$ cat config.mk
export PLATFORM = sky130hd
export DESIGN_NAME = level_to_set_reset
export DESIGN_NICKNAME = d
export VERILOG_FILES = /design/src/rtl/level_to_set_reset.sv
export SDC_FILE = /design/constraint.sdc
export NUM_CORES = 1
export LEC_CHECK = 0
export ABC_AREA = 1
export BUFFER_PORTS_ARGS = -buffer_cell sky130_fd_sc_hd__buf_4
export CORE_AREA = 5 5 42 44
export CTS_CLUSTER_SIZE = 14
export DETAILED_ROUTE_END_ITERATION = 7
export DIE_AREA = 0 0 47 49
export PLACE_DENSITY_LB_ADDON = 0.08
export SLEW_MARGIN = 20
export SYNTH_ARGS = -nofsm -noshare
export SYNTH_HDL_FRONTEND = slang
export SYNTH_SLANG_ARGS = --single-unit
$ cat constraint.sdc
create_clock -name clk -period 1.8 [get_ports clk]
set_input_delay 0.36 -clock clk [delete_from_list [all_inputs] [get_ports clk]]
set_output_delay 0.36 -clock clk [all_outputs]
set_load 0.02 [all_outputs]
$ cat src/rtl/level_to_set_reset.sv
// level_to_set_reset
// Turns a raw input level into a debounced, registered level plus one-clock
// set/reset pulses on each qualified rising/falling change.
// Optional feature macro: LEVEL_TO_SR_SYNC_EN adds a 2-FF input synchronizer
// (reset to INIT_LEVEL) in front of the qualifier, adding two clocks of latency.
module level_to_set_reset #(
  parameter int DEB_CYCLES = 4,
  parameter bit INIT_LEVEL = 1'b0,
  parameter int CNT_W      = $clog2(DEB_CYCLES + 1)
) (
  input  logic clk,
  input  logic nrst,
  input  logic d,
  output logic s,
  output logic r,
  output logic q,
  output logic nq,
  output logic busy
);

  // A qualification window of zero clocks has no meaning; refuse to elaborate.
  generate
    if (DEB_CYCLES < 1) begin : gBadDebCycles
      $error("level_to_set_reset: DEB_CYCLES must be >= 1");
    end
  endgenerate

  typedef enum logic {
    STABLE  = 1'b0,
    QUALIFY = 1'b1
  } state_e;

  localparam logic [CNT_W-1:0] CNT_LAST = CNT_W'(DEB_CYCLES - 1);

  state_e           state_q;
  logic [CNT_W-1:0] cnt_q;
  logic             level_q;
  logic             setPulse_q;
  logic             rstPulse_q;
  logic             dSampled;

`ifdef LEVEL_TO_SR_SYNC_EN
  logic syncMeta_q;
  logic syncOut_q;

  // Two-stage synchronizer so d may be asynchronous to clk.
  always_ff @(posedge clk or negedge nrst) begin
    if (!nrst) begin
      syncMeta_q <= INIT_LEVEL;
      syncOut_q  <= INIT_LEVEL;
    end else begin
      syncMeta_q <= d;
      syncOut_q  <= syncMeta_q;
    end
  end

  assign dSampled = syncOut_q;
`else
  assign dSampled = d;
`endif

  // Debounce FSM: count consecutive mismatching samples, commit on the last one.
  always_ff @(posedge clk or negedge nrst) begin
    if (!nrst) begin
      state_q    <= STABLE;
      cnt_q      <= '0;
      level_q    <= INIT_LEVEL;
      setPulse_q <= 1'b0;
      rstPulse_q <= 1'b0;
    end else begin
      setPulse_q <= 1'b0;
      rstPulse_q <= 1'b0;
      if (dSampled == level_q) begin
        // Any matching sample throws away a partial qualification (glitch).
        state_q <= STABLE;
        cnt_q   <= '0;
      end else if (cnt_q == CNT_LAST) begin
        // Commit: after this edge level_q matches dSampled, so pulses last one clock.
        state_q    <= STABLE;
        cnt_q      <= '0;
        level_q    <= dSampled;
        setPulse_q <= dSampled;
        rstPulse_q <= ~dSampled;
      end else begin
        state_q <= QUALIFY;
        cnt_q   <= cnt_q + 1'b1;
      end
    end
  end

  assign s    = setPulse_q;
  assign r    = rstPulse_q;
  assign q    = level_q;
  assign nq   = ~level_q;
  assign busy = (state_q == QUALIFY);

endmodule
# After elaboration in Yosys (flattened, before gate mapping)
# Cells that the tools add are included.
dict set report op_classes {
  addsub 1
  eq_ne 2
  muxes 8
  bitwise_logic 3
  n_reduce_logical 1
}
# operator n
set ops {}
lappend ops {{$mux 1} 6}
lappend ops {{$mux 3} 2}
lappend ops {{$add 3x1->3 const B} 1}
lappend ops {{$eq 3x2->1 const B} 1}
lappend ops {{$not 1->1} 3}
lappend ops {{$reduce_and 2->1} 1}
lappend ops {{$eq 1x1->1} 1}
dict set report word_totals {
  ff_bits 7
  inputBits 3
  out_inout_bits 5
  word_cells 20
}

# Logic depth before layout (Yosys ltp)
# Gate-level depths: netlist of the first run.
dict set report depth {
  depth_word 3
  depth_mapped 5
  mapped_depth_nobuf 5
}

# Worst setup path after synthesis of the first run
# OpenSTA, ideal clock, no wires.
dict set report synth_timing {
  kind {register -> output}
  startpoint {reg level_q (netlist: q)}
  endpoint {out nq}
  arrival_time_ns 0.626
  t_required_ns 1.440
  path_slack_ns 0.814
  stages_incl_launch_ff 2
  path_buffers 0
  path_cell_list {dfrtp_1 -> inv_2}
}
dict set report synth_via {
  elab_chain_len 1
}
# element line
set synth_rtl {}
lappend synth_rtl {{start, declared} 37} ;# logic level_q;
lappend synth_rtl {{start signal, assigned} 81} ;# level_q <= dSampled;
lappend synth_rtl {{$not 1->1} 94} ;# assign nq = ~level_q;
lappend synth_rtl {{end, declared} 17} ;# output logic nq,
# Every way passes these cells.

# Worst setup path in the final report of the first run
# Ends and elaborated chain as after synthesis.

==> results of run 1 <==
==> synth_stat cells <==
master   n
nand2_2  2
ha_1     1
inv_2    1
nand2_1  7
inv_1    5
nor2_1   5
dfrtp_1  7
nor3_1   2
==> cells in the final DEF (no fill, tap or decap), drive strengths merged <==
| master | count |
|---|---|
| inv | 6 |
| nor3 | 2 |
| nand2 | 9 |
| nor2 | 5 |
| dfrtp | 7 |
| buf | 7 |
| clkbuf | 4 |
| ha | 1 |
| dlygate4sd3 | 1 |
==> worst max-delay path by stage <==
stage / cells past startpoint / start / end / slack [ps]
finish: 2 / q / nq / 540
global route: 2 / q / nq / 490
CTS: 2 / q / nq / 530
detailed placement: 2 / q / nq / 810
global placement: 2 / q / nq / 830
floorplan: 1 / q / nq / 810
==> logic make-up (layout without fill, tap and decap cells) <==
family | count (synthesis) | in the layout
flops | 7 | 7
fa+ha+maj | 1 | 1
buf+inv | 6 | 18
simple gates | 16 | 16
==> stage by stage <==
step / std cells / total power, mW
final: 58 / 0.5952
after global routing: 58 / 0.6406
after CTS: 58 / 0.6056
after detailed placement: 53 / 0.4563
after global placement: 53 / 0.4548
after floorplan: 30 / 0.3708
==> layout make-up <==
class | count | area share
sequential | 7 | 0.4531
multi-input combinational | 17 | 0.2071
timing repair buffer | 8 | 0.1618
clock buffer | 4 | 0.06796
inverter | 6 | 0.05825
tap | 16 | 0.05178
==> per-layer routing <==
layer / up-vias / routed length (µm)
met4: 0 / 16
met1: 95 / 221
met5: - / 0
met2: 8 / 214
met3: 2 / 54
li1: 113 / -
==> power groups by stage <==
| stage | Clock, mW | Combinational [mW] | Sequential [mW] |
|---|---|---|---|
| 6_report | 0.145 | 0.221 | 0.229 |
| 5_1_grt | 0.162 | 0.244 | 0.235 |
| 4_1_cts | 0.150 | 0.226 | 0.230 |
| 3_5_place_dp | 0 | 0.224 | 0.233 |
| 3_3_place_gp | 0 | 0.225 | 0.230 |
| 2_1_floorplan | 0 | 0.108 | 0.263 |
==> sequential cells by signal, summed over array words and instances, names as in the netlist <==
name,flops
r,1
cnt_q,3
q,1
busy,1
s,1
==> repair_timing <==
| item | CTS | global route |
|---|---|---|
| buffers inserted | 0 | 0 |
| hold endpoints to repair | 7 | 0 |
| gates resized for setup | 0 | 0 |
| hold buffers | 1 | 0 |
==> key figures, run 1 <==
Clock tree
  – Clk_lat worst skew: between 200 and 300 ps
  – CTS tree: yes
  – CTS Sinks: 7
  – Root buffer cell: clkbuf_4
  – Clk slew on worst S/H paths: roughly 50 ps
  – Number of H-tree levels: 1
  – TritonCTS Buffers: 3
  – Clock tree buffer depth: 2

Logic synthesis
  – Top post-synthesis cells by area: dfrtp_1 (63%), nand2_1 (9.5%), inv_1 (6.8%)
  – Post-synthesis simple-gate area fraction: 0.2432
  – Compound-gate portion of the synthesized area: 0
  – Post-synth cell types: 8
  – Mapped Cells: 30
  – Syn avg cell area: roughly 9 µm²
  – Mapped Area: between 200 and 300 µm²
  – Leading area contributor after synthesis: dfrtp_1
  – Seq/Total Area, Yosys: 0.6306
  – Post-Synth Adder-Cell Area: 0.04505
  – Synthesis warning total: 0
  – Post-synthesis xor/xnor area fraction: 0
  – Syn nets: 34
  – Largest family of logic cells by synthesized area: simple AND/OR/NAND/NOR gates
  – Post-synthesis mux area share: 0
  – Post-synth top area share: 0.6306
  – Number of synthesized register bits: 7

Die
  – Site Rows: 14
  – Die Wd: 47 µm
  – Die Y: 49 µm
  – Die ar.: 2303 µm²
  – CORE AREA: between 1000 and 1500 µm²
  – Io pins: 8
  – Initial Util: 0.1982

Timing
  – Max transition margin: 0.8854
  – Final setup vio count: 0
  – Final setup TNS: 0 ps
  – Slew @ Worst Pin: between 150 and 200 ps
  – Fin. Hold Viols: 0
  – Unrepaired setup endpoints after global routing: false
  – Fin Hold WS: between 200 and 300 ps
  – Setup slack after layout: roughly 540 ps
  – Fmax: slightly below 800 MHz
  – Post-route minimum period: between 1000 and 1500 ps
  – Skew final: between 2 and 3 ps
  – Final slew viol count: 0
  – Fin crit share: 0.7017

Worst setup path
  – R2r startpoint: cnt_q[0]
  – Top delay family on crit path: flip-flops
  – Worst-path cell chain: inv_2 -> buf_4
  – R2r setup slk: between 800 and 900 ps
  – Max incr delay on CP: between 400 and 500 ps
  – Worst R2R End: cnt_q[0]
  – Bufs and invs on worst path: 2
  – Register-to-Register Path Depth: 4
  – Critical Path End Type: output port
  – Setup Crit Path Kind: reg2out
  – Startpoint types: flip-flop
  – Critical Path RT: between 1000 and 1500 ps
  – Slowest CP cell: dfrtp_1
  – CP Max Fanout: 5
  – Crit path DAT: 900 ps

Placement
  – IO buf count: 7
  – Placed cell areas: ~350 µm²
  – Dpl ws: 806.7 ps
  – GPL Wtd Cong: roughly 0.64

GRT
  – M3 GR Usage: 0.04428
  – GRT busiest layer: met2
  – Number of global-route vias before repair: approximately 190
  – Largest net degree at the start of global routing: 8
  – GR Util met1: 0.05631
  – Initial antenna violation count: 0
  – Total GRT Usage: 0.05678
  – Global-route wire length before repair: slightly above 800 µm
  – Grt ovf: 0
  – Met2 Use GR: 0.07014

Power and ir drop
  – Seq pwr share: 0.385
  – Clock share of power: 0.243
  – Pwr dens: between 1500 and 2000 nW/µm²
  – Maximum VDD drop: approximately 0.46 mV
  – Leak: roughly 0.21 nW
  – Net load switching power: ~0.22 mW
  – Internal Power: between 0.3 and 0.4 mW
  – Comb power frac: 0.372
  – Switching share of power: 0.3662

Finish
  – Antenna Cells: 0
  – Fin area: roughly 390 µm²
  – Area Overhead vs Synth: 39.19%
  – Sequential Area: 175.2 µm²
  – Nets: between 40 and 50
  – Layout Utilization: 0.2759
  – Share of cells above drive strength 1: 0.3095
  – Fill cell count: 165
  – Area of the multi-input gates: 80.08 µm²

Drt
  – Vias: around 220
  – 1st-iter DRT viols: 2
  – DRC viols: 0
  – WL/cell: ~9 µm
  – DRT Pass-1 Iters: 4
  – Via density per instance: ~3.8
  – Detailed Route WL: 507 µm
  – Detail Route Antenna Nets: 0

Worst hold path
  – Hold-critical path depth: 2
  – Hold Startpoint: d
  – Min-delay worst type: in2reg
  – Hold endpoint: r

Run status
  – Status: finished clean

Flow run
  – Max Cap Viol: 0
Note: power is estimated with default switching activity, not from simulation.
==> run 2: changes to the inputs <==
Settings changed: ABC_AREA 1 to 0.
Clock period 1.8 ns to 1.3 ns, I/O delays scaled along.
==> key figures, run 2 <==
Run status
  – Status: finished clean (unchanged)

Worst setup path
  – Register-to-Register Path Depth: 3 (was 4)
  – R2r startpoint: cnt_q[0] (unchanged)
  – Setup Crit Path Kind: reg2reg (was reg2out)
  – Startpoint types: flip-flop (unchanged)
  – Crit path DAT: 1370 ps (was 900 ps)
  – Critical Path End Type: flip-flop (was output port)
  – Setup crit start: cnt_q[0] (was q)
  – CP Max Fanout: 5 (unchanged)
  – Critical Path RT: 1430 ps (was 1440 ps)

Finish
  – Largest register by flop count: cnt_q (unchanged)
  – Most frequent cells in the layout: dfrtp_1 (7), buf_4 (7), clkbuf_4 (3) (was nand2_1 (7), dfrtp_1 (7), buf_4 (7))
  – Sequential Area: 175.2 µm² (unchanged)
  – Fill cell count: 153 (was 165)
  – Layout Utilization: 0.2777 (was 0.2759)
  – Max FFs per register: 3 (unchanged)
  – Antenna Cells: 0 (unchanged)
  – Nets: 35 (was 47)
  – Area of the multi-input gates: 101.3 µm² (was 80.08 µm²)
  – Post-Layout Cell Count: 46 (was 58)
  – Fin area: 389.1 µm² (was 386.6 µm²)
  – Share of cells above drive strength 1: 0.5333 (was 0.3095)
  – Area Overhead vs Synth: 38.84% (was 39.19%)

Logic synthesis
  – Syn nets: 22 (was 34)
  – Number of synthesized register bits: 7 (unchanged)
  – Post-synth cell types: 12 (was 8)
  – Mapped Area: 280.3 µm² (was 277.8 µm²)
  – Syn avg cell area: 15.57 µm² (was 9.259 µm²)
  – Async SR Flop Fraction: 1.000 (unchanged)
  – Leading area contributor after synthesis: dfrtp_1 (unchanged)
  – Synth Flop Type: dfrtp_1 (unchanged)
  – Top post-synthesis cells by area: dfrtp_1 (63%), xnor2_2 (5.8%), nor2b_4 (4.9%) (was dfrtp_1 (63%), nand2_1 (9.5%), inv_1 (6.8%))
  – Synthesis warning total: 0 (unchanged)
  – Number of synthesized flops with an enable pin: 0 (unchanged)
  – Seq/Total Area, Yosys: 0.6250 (was 0.6306)
  – Post-synth top area share: 0.6250 (was 0.6306)
  – Most common cell in the netlist: dfrtp_1
  – Mapped Cells: 18 (was 30)

Timing
  – Final setup TNS: 0 ps (unchanged)
  – Slew @ Worst Pin: 271.6 ps (was 170.6 ps)
  – Fmax: between 800 and 900 MHz
  – Final slew viol count: 0 (unchanged)
  – Post-route minimum period: 1235 ps
  – Fin crit share: 0.9502
  – Fin. Hold Viols: 0 (unchanged)
  – Final setup vio count: 0 (unchanged)
  – Skew final: 4.963 ps (was 2.671 ps)
  – Fin Hold WS: 208.3 ps (was 290.2 ps)
  – Max transition margin: 0.8180 (was 0.8854)
  – Setup slack after layout: 64.71 ps (was 536.9 ps)
  – Unrepaired setup endpoints after global routing: false (unchanged)

Worst hold path
  – Hold Startpoint: d (unchanged)
  – Hold-critical path depth: 2 (unchanged)
  – Min-delay worst type: in2reg (unchanged)

Die
  – CORE AREA: 1401 µm² (unchanged)
  – Die Wd: 47 µm (unchanged)
  – Io pins: 8 (unchanged)
  – Die Y: 49 µm (unchanged)
  – Site Rows: 14 (unchanged)
  – Initial Util: 0.2000 (was 0.1982)
  – Die ar.: 2303 µm² (unchanged)

GRT
  – Largest net degree at the start of global routing: 8 (unchanged)
  – Number of global-route vias before repair: 177 (was 192)
  – Total GRT Usage: 0.05103 (was 0.05678)
  – Global-route wire length before repair: 772 µm (was 821 µm)
  – Grt ovf: 0 (unchanged)
  – Initial antenna violation count: 0 (unchanged)

Power and ir drop
  – Total power: 0.8317 mW (was 0.5952 mW)
  – Pwr dens: 2137 nW/µm² (was 1539 nW/µm²)
  – Maximum VDD drop: 0.6965 mV (was 0.4631 mV)
  – Leak: 0.1912 nW (was 0.2089 nW)

Clock tree
  – TritonCTS Buffers: 3 (unchanged)
  – Postcts setup bufs: 0 (unchanged)
  – CTS tree: yes (unchanged)
  – Clock tree buffer depth: 2 (unchanged)
  – Number of H-tree levels: 1 (unchanged)
  – Hold_buf cts: 1 (unchanged)
  – CTS Sinks: 7 (unchanged)
  – Root buffer cell: clkbuf_4 (unchanged)
  – Post_cts resized: 0 (unchanged)
  – Clk_lat worst skew: 250 ps (about the same)
  – Clk slew on worst S/H paths: 60 ps (was 50 ps)

Drt
  – Via density per instance: 3.543 (was 3.759)
  – DRC viols: 0 (unchanged)
  – DRT Pass-1 Iters: 1 (was 4)
  – 1st-iter DRT viols: 0 (was 2)
  – WL/cell: 10.07 µm (was 8.741 µm)
  – Detailed Route WL: 463 µm (was 507 µm)
  – Vias: 163 (was 218)
  – Detail Route Antenna Nets: 0 (unchanged)

Placement
  – Cells after DPL: 41 (was 53)
  – GPL Wtd Cong: 0.5856 (was 0.6443)
  – IO buf count: 7 (unchanged)
  – Placed cell areas: 352.8 µm² (was 350.3 µm²)
  – Dpl ws: 84.62 ps (was 806.7 ps)

Flow run
  – Max Cap Viol: 0 (unchanged)
==> run 2: cell type report <==
| cell class | instances | share of cell area |
|---|---|---|
| flip-flops and latches | 7 | 0.4502 |
| repair buffers | 8 | 0.1608 |
| multi-input cells | 10 | 0.2604 |
| well taps | 16 | 0.05145 |
| clock buffers | 4 | 0.06752 |
| inverters | 1 | 0.009646 |
==> run 2: worst max-delay path, stage by stage, from the launching register on <==
cell	delay (ps)
dfrtp_1	370
ha_1	190
nor2b_4	210
mux2_2	340
==> run 2: metal layers <==
layer	track usage	up-vias	routed length, µm
li1	-	83	-
met1	0.06278	76	222
met5	0	-	0
met3	0.03321	0	35
met4	0.04147	0	0
met2	0.05882	4	205
==> run 2: cell families after synthesis <==
group	Yosys count	synth area share
xor gates and xnor gates	1	0.05805
adders and majority gates	1	0.04464
buffers and inverters	1	0.01338
DFF	7	0.6250
muxes	1	0.04018
and+or+nand+nor	7	0.2188
==> run 2: path summary, 6_finish.rpt <==
| kind | endpoint | slack (ps) |
|---|---|---|
| setup / recovery | q | 60 |
| setup reg to reg | q | 60 |
| hold reg to reg | cnt_q[0] | 460 |
| hold / removal | r | 210 |
| min in group asynchronous | busy | 350 |
| max in group asynchronous | q | 820 |
==> run 2: power breakdown <==
part	switching [mW]	internal [mW]	total, mW
logic	0.161	0.151	0.313
clock network	0.0835	0.117	0.201
registers	0.0391	0.279	0.318
total	0.284	0.548	0.832
==> run 3: changes to the inputs <==
Settings changed: CTS_BUF_LIST from default to sky130_fd_sc_hd__clkbuf_8, GPL_TIMING_DRIVEN from default to 0.
==> key figures, run 3 (synthesis results as in run 2) <==
Finish
  – Share of cells above drive strength 1: 0.5333 (unchanged)
  – Nets: 35 (unchanged)
  – Area Overhead vs Synth: 45.54% (was 38.84%)
  – Largest register by flop count: cnt_q (unchanged)
  – Most frequent cells in the layout: dfrtp_1 (7), buf_4 (7), clkbuf_8 (3) (was dfrtp_1 (7), buf_4 (7), clkbuf_4 (3))
  – Antenna Cells: 0 (unchanged)
  – Max FFs per register: 3 (unchanged)

Worst setup path
  – Setup Crit Path Kind: reg2reg (unchanged)
  – Critical Path RT: 1400 ps (was 1430 ps)
  – Crit path DAT: 1330 ps (was 1370 ps)
  – Critical Path End Type: flip-flop (unchanged)
  – Max incr delay on CP: 360 ps (was 370 ps)
  – CP Max Fanout: 5 (unchanged)
  – Worst-path cell chain: ha_1 -> nor2b_4 -> mux2_2 (unchanged)
  – Slowest CP cell: dfrtp_1 (unchanged)
  – Startpoint types: flip-flop (unchanged)

Power and ir drop
  – Pwr dens: 2254 nW/µm² (was 2137 nW/µm²)
  – Leak: 0.2032 nW (was 0.1912 nW)
  – Total power: 0.9194 mW (was 0.8317 mW)
  – Maximum VDD drop: 0.7694 mV (was 0.6965 mV)

Timing
  – Final setup vio count: 0 (unchanged)
  – Fin. Hold Viols: 0 (unchanged)
  – Unrepaired setup endpoints after global routing: false (unchanged)
  – Max transition margin: 0.8188 (was 0.8180)
  – Final slew viol count: 0 (unchanged)
  – Slew @ Worst Pin: 270.5 ps (was 271.6 ps)
  – Fmax: 814.1 MHz (was 809.5 MHz)
  – Fin crit share: 0.9448 (was 0.9502)
  – Skew final: 1.575 ps (was 4.963 ps)
  – Post-route minimum period: 1228 ps (was 1235 ps)
  – Final setup TNS: 0 ps (unchanged)

Placement
  – IO buf count: 7 (unchanged)
  – GPL Wtd Cong: 0.5856 (unchanged)

Drt
  – Vias: 158 (was 163)
  – DRC viols: 0 (unchanged)
  – 1st-iter DRT viols: 0 (unchanged)
  – WL/cell: 9.543 µm (was 10.07 µm)
  – DRT Pass-1 Iters: 1 (unchanged)
  – Via density per instance: 3.435 (was 3.543)
  – Detail Route Antenna Nets: 0 (unchanged)
  – Detailed Route WL: 439 µm (was 463 µm)

Clock tree
  – CTS Sinks: 7 (unchanged)
  – CTS tree: yes (unchanged)
  – Number of H-tree levels: 1 (unchanged)
  – Post_cts resized: 0 (unchanged)
  – Root buffer cell: clkbuf_8 (was clkbuf_4)
  – Clock tree buffer depth: 2 (unchanged)
  – Clk_lat worst skew: 220 ps (was 250 ps)
  – TritonCTS Buffers: 3 (unchanged)
  – Clk slew on worst S/H paths: 40 ps (was 60 ps)
  – Postcts setup bufs: 0 (unchanged)

Worst hold path
  – Min-delay worst type: in2reg (unchanged)

GRT
  – Global-route wire length before repair: 738 µm (was 772 µm)
  – Initial antenna violation count: 0 (unchanged)
  – Grt ovf: 0 (unchanged)
  – Total GRT Usage: 0.04748 (was 0.05103)
  – Largest net degree at the start of global routing: 8 (unchanged)
  – Number of global-route vias before repair: 168 (was 177)

Die
  – Site Rows: 14 (unchanged)
  – Die ar.: 2303 µm² (unchanged)
  – CORE AREA: 1401 µm² (unchanged)
  – Die Wd: 47 µm (unchanged)
  – Die Y: 49 µm (unchanged)
  – Io pins: 8 (unchanged)
  – Initial Util: 0.2000 (unchanged)

Flow run
  – Max Cap Viol: 0 (unchanged)

Run status
  – Status: finished clean (unchanged)
-- run 3: final cells by class --
class / count / area [µm²]
clock buffers: 3 / 41.29
repair buffers: 8 / 62.56
well taps: 16 / 20.02
multi-input cells: 10 / 101.3
fillers: 150 / 993.5
inverters: 1 / 3.754
clock inverters: 1 / 3.754
flip-flops and latches: 7 / 175.2
-- run 3: per-stage QoR --
step	std cells	utilization	cell area [µm²]	hold WS [ps]	setup WS, ps
5_1_grt	46	0.2911	407.9	241.7	21.06
6_report	46	0.2911	407.9	239.1	71.72
4_1_cts	46	0.2911	407.9	233.0	70.94
3_5_place_dp	41	0.2518	352.8	80.88	84.62
3_3_place_gp	41	0.2518	352.8	77.34	80.30
2_1_floorplan	18	-	280.3	-35.59	151.3
-- run 3: layer usage --
metal,wire length [µm],track usage
met5,0,0
met3,35,0.03321
met1,205,0.06054
met4,0,0.02765
met2,198,0.05656
-- run 3: final timing paths --
check                         start  endpoint  slack (ps)  cells past startpoint
max                        cnt_q[0]         q          70                      3
min                               d         r         240                      2
max reg2reg                cnt_q[0]         q          70                      3
min reg2reg                cnt_q[0]  cnt_q[0]         460                      1
max in group asynchronous      nrst         q         790                      2
min in group asynchronous      nrst      busy         390                      2
-- run 3: where the power goes --
group	switching [mW]	leakage, nW	internal, mW
Sequential	0.0389	0.0913	0.280
Combinational	0.160	0.0849	0.151
Clock	0.0858	0.0269	0.203
Total	0.285	0.203	0.635
-- run 3: worst max-delay path: cells and delay by family, from the launching register on --
family        cells  cell delay, ps
fa+ha+maj         1             190
flops             1             360
mux               1             340
simple gates      1             210
-- run 3: what timing repair did --
action,4_1_cts,5_1_grt
endpoints found under the setup margin,0,0
hold buffers,1,0
endpoints found under the hold margin,7,0
